**config.mk**
```make
export PLATFORM = sky130hd
export DESIGN_NAME = exe_hazard_ctrl
export DESIGN_NICKNAME = d
export VERILOG_FILES = /design/src/rtl/exe_hazard_ctrl_pkg.sv /design/src/rtl/exe_hazard_ctrl_fwd_sel.sv /design/src/rtl/exe_hazard_ctrl.sv
export SDC_FILE = /design/constraint.sdc
export NUM_CORES = 1
export LEC_CHECK = 0
export ABC_AREA = 1
export CORE_MARGIN = 2
export CORE_UTILIZATION = 54
export DETAILED_ROUTE_END_ITERATION = 7
export PLACE_DENSITY_LB_ADDON = 0.2
export SETUP_SLACK_MARGIN = 0.2
export SYNTH_ARGS = -nofsm -noshare
export SYNTH_HDL_FRONTEND = slang
export SYNTH_SLANG_ARGS = --single-unit
```
**constraint.sdc**
```tcl
create_clock -name clk -period 3.25 [get_ports clk]
set_input_delay 0.65 -clock clk [delete_from_list [all_inputs] [get_ports clk]]
set_output_delay 0.65 -clock clk [all_outputs]
set_load 0.05 [all_outputs]
```
**src/rtl/exe_hazard_ctrl_pkg.sv**
```systemverilog
// Shared encodings for the execute-stage hazard/forwarding controller.
package exe_hazard_ctrl_pkg;

  // Default register-index width.
  localparam int unsigned REG_W = 5;

  // Register 0 is hard-wired: never forwarded, never a stall source.
  localparam int unsigned REG_ZERO = 0;

  typedef logic [1:0] sel_t;

  // ALU operand select encodings.
  localparam sel_t SEL_REG = 2'b00;  // register file value
  localparam sel_t SEL_IMM = 2'b01;  // shift amount (A) or immediate (B)
  localparam sel_t SEL_MEM = 2'b10;  // forwarded from MEM-stage ALU result
  localparam sel_t SEL_WB  = 2'b11;  // forwarded from WB-stage memory/ALU result

endpackage

```
**src/rtl/exe_hazard_ctrl_fwd_sel.sv**
```systemverilog
// Per-operand ALU source selector: override first, then nearest producer.
module exe_hazard_ctrl_fwd_sel #(
  parameter int unsigned REG_W = 5
) (
  input  logic [REG_W-1:0] r_i,
  input  logic             use_i,
  input  logic             override_i,
  input  logic             hit_ex_i,
  input  logic             hit_mem_i,
  output logic [1:0]       sel_o
);
  import exe_hazard_ctrl_pkg::*;

  // Hits arrive as raw destination matches; the r0 exclusion is applied here.
  always_comb begin
    sel_o = SEL_REG;
    if (override_i) begin
      sel_o = SEL_IMM;
    end else if (use_i && (r_i != REG_W'(REG_ZERO))) begin
      if (hit_ex_i) begin
        sel_o = SEL_MEM;
      end else if (hit_mem_i) begin
        sel_o = SEL_WB;
      end
    end
  end

endmodule

```
**src/rtl/exe_hazard_ctrl.sv**
```systemverilog
// Execute-stage hazard and forwarding controller: load-use stall, branch
// flush, registered ALU operand selects and saturating event counters.
module exe_hazard_ctrl #(
  parameter int unsigned REG_W = exe_hazard_ctrl_pkg::REG_W,
  parameter int unsigned CNT_W = 16
) (
  input  logic             clk,
  input  logic             rst,
  input  logic [REG_W-1:0] id_rs,
  input  logic [REG_W-1:0] id_rt,
  input  logic [REG_W-1:0] id_rd,
  input  logic             id_use_rs,
  input  logic             id_use_rt,
  input  logic             id_wreg,
  input  logic             id_m2reg,
  input  logic             id_shift,
  input  logic             id_aluimm,
  input  logic             exe_z,
  output logic [1:0]       exe_adepen,
  output logic [1:0]       exe_bdepen,
  output logic             stall,
  output logic             flush,
  output logic             id_bubble,
  output logic [CNT_W-1:0] stall_cnt,
  output logic [CNT_W-1:0] flush_cnt
);
  import exe_hazard_ctrl_pkg::*;

  localparam logic [REG_W-1:0] Zero = REG_W'(REG_ZERO);

  // Shadow copies of the downstream destination registers.
  logic             ex_wreg;
  logic             ex_m2reg;
  logic [REG_W-1:0] ex_rd;
  logic             mem_wreg;
  logic [REG_W-1:0] mem_rd;

  // Raw destination matches, r0 not yet excluded.
  logic match_ex_rs, match_ex_rt, match_mem_rs, match_mem_rt;
  logic load_use;
  logic [1:0] sel_a, sel_b;

  // Producer matches and stall/flush/bubble decode; all quiet during reset.
  always_comb begin
    match_ex_rs  = ex_wreg && (ex_rd == id_rs);
    match_ex_rt  = ex_wreg && (ex_rd == id_rt);
    match_mem_rs = mem_wreg && (mem_rd == id_rs);
    match_mem_rt = mem_wreg && (mem_rd == id_rt);
    load_use = ex_m2reg &&
               ((id_use_rs && match_ex_rs && (id_rs != Zero)) ||
                (id_use_rt && match_ex_rt && (id_rt != Zero)));
    flush     = !rst && exe_z;
    // A stalled instruction behind a taken branch is wrong-path: flush wins.
    stall     = !rst && !exe_z && load_use;
    id_bubble = stall || flush;
  end

  exe_hazard_ctrl_fwd_sel #(
    .REG_W (REG_W)
  ) u_fwd_a (
    .r_i        (id_rs),
    .use_i      (id_use_rs),
    .override_i (id_shift),
    .hit_ex_i   (match_ex_rs),
    .hit_mem_i  (match_mem_rs),
    .sel_o      (sel_a)
  );

  exe_hazard_ctrl_fwd_sel #(
    .REG_W (REG_W)
  ) u_fwd_b (
    .r_i        (id_rt),
    .use_i      (id_use_rt),
    .override_i (id_aluimm),
    .hit_ex_i   (match_ex_rt),
    .hit_mem_i  (match_mem_rt),
    .sel_o      (sel_b)
  );

  // ID/EXE and EXE/MEM shadow state plus registered operand selects.
  always_ff @(posedge clk) begin
    if (rst) begin
      ex_wreg    <= 1'b0;
      ex_m2reg   <= 1'b0;
      ex_rd      <= '0;
      mem_wreg   <= 1'b0;
      mem_rd     <= '0;
      exe_adepen <= SEL_REG;
      exe_bdepen <= SEL_REG;
    end else begin
      // EXE always drains into MEM, even while ID is held.
      mem_wreg <= ex_wreg;
      mem_rd   <= ex_rd;
      if (id_bubble) begin
        ex_wreg    <= 1'b0;
        ex_m2reg   <= 1'b0;
        exe_adepen <= SEL_REG;
        exe_bdepen <= SEL_REG;
      end else begin
        ex_wreg    <= id_wreg;
        ex_m2reg   <= id_m2reg;
        ex_rd      <= id_rd;
        exe_adepen <= sel_a;
        exe_bdepen <= sel_b;
      end
    end
  end

  // Saturating stall/flush event counters.
  always_ff @(posedge clk) begin
    if (rst) begin
      stall_cnt <= '0;
      flush_cnt <= '0;
    end else begin
      if (stall && (stall_cnt != '1)) begin
        stall_cnt <= stall_cnt + CNT_W'(1);
      end
      if (flush && (flush_cnt != '1)) begin
        flush_cnt <= flush_cnt + CNT_W'(1);
      end
    end
  end

endmodule

```
==> impl_metrics.toml <==
[sta]
fmax_mhz = 345.5
setup_tns_ps = 0
hold_viol_final = 0
setup_viol = 0
layout_min_cycle_time_ps = 2894
finalClockSkew_ps = 9.588
fin_crit_sh_pct = 89.06
worst_pin_slew_ps = 629.4
slew_viol_final = 0
rsz0062_at_grt = "no"
slew_headroom_pct = 57.78

[synthesis]
yosysUniqueCellTypes = 34
synth_top_area_cell = "dfxtp_1"
synth-main-ff-cell = "dfxtp_1"
synth_area_per_cell_um2 = 6.700
syn_inst = 411
synth.most_common_cell = "nand2_1"
synth_area_leaders = "dfxtp_1 (36%), nand2_1 (11%), inv_1 (9.3%)"
ys_ff_latch = 49
netlist.area_leader.share_pct = 35.62
mappedNetlistArea_um2 = 2754
seq_area_frac_synth_pct = 35.62
synthesis.nets = 437
synth_edf_count = 0
yosysWarnings = 0
synth.cells.most_frequent = "nand2_1 (78), inv_1 (68), nor2_1 (63)"
synthArstFlopShare_pct = 0

[die]
row_count = 25
start_util_pct = 57.17
die_w_um = 75.41
core_um2 = 4817
dieArea_um2 = 5687
num_io_pins = 63
dieHeight_um = 75.41

[setup_path]
cp-start-kind = "input pin"
path_class = "input pin to primary output"
crit_arrival_ps = 2240
crit_required_ps = 2600
cp-end-kind = "primary output"
cp_max_fo = 15

[global_route]
grt_use_total_pct = 23.66
grt_overflow_total = 0
grt_start_max_net_pins = 20
grt_first_pass_wirelength_um = 10410
grt_pass1_vias = 2518
antenna_found_initial = 0

[cells_and_area]
drive_gt1_share_pct = 8.559
syn_to_final_growth_pct = 30.49
n_antenna_cell = 0
final_core_util_pct = 74.60
nNetsFinal = 504

[routing]
num_vias = 2836
ant_nets = 0
vias_per_cell = 5.194
first_pass_iters = 5
drc = 0
drt_wl_total_um = 6635
drt-initial-drc-count = 119
wl_per_cell_um = 12.15

[hold_path]
hold_class = "register to register"

[run_status]
outcome = "complete, no violations"

[cts]
cts-htree-levels = 2
cts_buffer_depth = 2
cts-root-buf = "clkbuf_8"
cts_tree = "built"
ctsResizeCount = 0
cts_sinks = 49
cts-hold-fix-buffers = 0
cts_buffers = 5
clk_pin_slew_ps = 90
clock_latency_ps = 310
postCtsSetupBuffers = 0

[power]
peakVddDrop_v = 0.0003195
p_leak_uw = 0.001473
power_density_nw_per_um2 = 340.9

[flow_run]
drv_cap = 0

[placement]
placement.io_buffers = 62
place_congestion = 0.9047
dp_hpwl_um = 5078
## metrics by stage
stage	setup slack (ps)	hold slack (ps)	cells	area [um2]	power [uW]
global placement	346.7	479.5	538	3472	784.3
CTS	304.4	490.2	546	3588	1233
floorplan	913.7	430.1	411	2754	723.9
global route	205.9	519.8	546	3593	1276
finish	355.6	491.6	546	3593	1225
detailed placement	308.6	479.1	538	3472	787.7
## logic make-up after synthesis
logic type	synth area share [%]
simple gates	37.48
buf+inv	12.18
compound gates	10.95
xor+xnor	2.862
fa+ha+maj	0.9085
flops	35.62
## metal layers
metal,vias to the layer above,GRT usage [%],part of all wire [%]
met2,90,40.87,47
li1,1440,-,-
met1,1296,28.83,45
met3,10,5.291,6.0
met4,0,8.772,1.4
met5,-,0,0
## where the power goes
part           internal (uW)  switching [uW]  leakage [uW]
combinational           67.6            86.6       0.00102
clock                    251             198     0.0000585
sequential               612            9.95      0.000398
## worst max-delay path, cell delays in order
cell	delay, ps
clkdlybuf4s50_1	530
inv_1	90
nand2_1	60
nand3_1	90
nor2_2	140
nand3_2	100
nand2_4	180
nand2_4	130
inv_1	120
buf_12	140
## state kept, by name, indices dropped and copies added (netlist names)
signal and flops:
ex_m2reg 1, flush_cnt 16, exe_bdepen 2, stall_cnt 16, ex_rd 5, mem_wreg 1
mem_rd 5, exe_adepen 2, ex_wreg 1
## final timing paths
check	startpoint	endpoint	slack (ps)	cells past startpoint
worst max-delay path	id_rt[0]	stall	360	10
worst min-delay path	ex_rd[4]$_SDFFE_PP0N_	mem_rd[4]$_SDFF_PP0_	490	2
worst max register to register	stall_cnt[0]$_SDFFE_PP0P_	stall_cnt[0]$_SDFFE_PP0P_	1530	10
worst min register to register	ex_rd[4]$_SDFFE_PP0N_	mem_rd[4]$_SDFF_PP0_	490	2
## cell usage in the layout (no fill, tap or decap), types with 6 or more instances in the layout
| cell | netlist | layout |
|---|---|---|
| a21oi_1 | 19 | 19 |
| clkbuf_8 | 0 | 6 |
| clkdlybuf4s50_1 | 0 | 59 |
| dfxtp_1 | 49 | 49 |
| inv_1 | 68 | 68 |
| inv_2 | 6 | 6 |
| nand2_1 | 78 | 78 |
| nand3_1 | 26 | 26 |
| nand4_1 | 15 | 15 |
| nor2_1 | 63 | 63 |
| nor3_1 | 9 | 9 |
| o21ai_0 | 12 | 12 |
| o21bai_1 | 11 | 11 |
## final cells by class
| cell class | instances | area, um2 |
|---|---|---|
| clock buffer | 7 | 86.33 |
| clock inverter | 1 | 30.03 |
| fill | 408 | 1224 |
| inverter | 75 | 281.5 |
| multi-input combinational | 280 | 1443 |
| sequential | 49 | 980.9 |
| tap | 67 | 83.83 |
| timing repair buffer | 67 | 688.2 |
No activity file was read; power rests on OpenSTA's default activity.
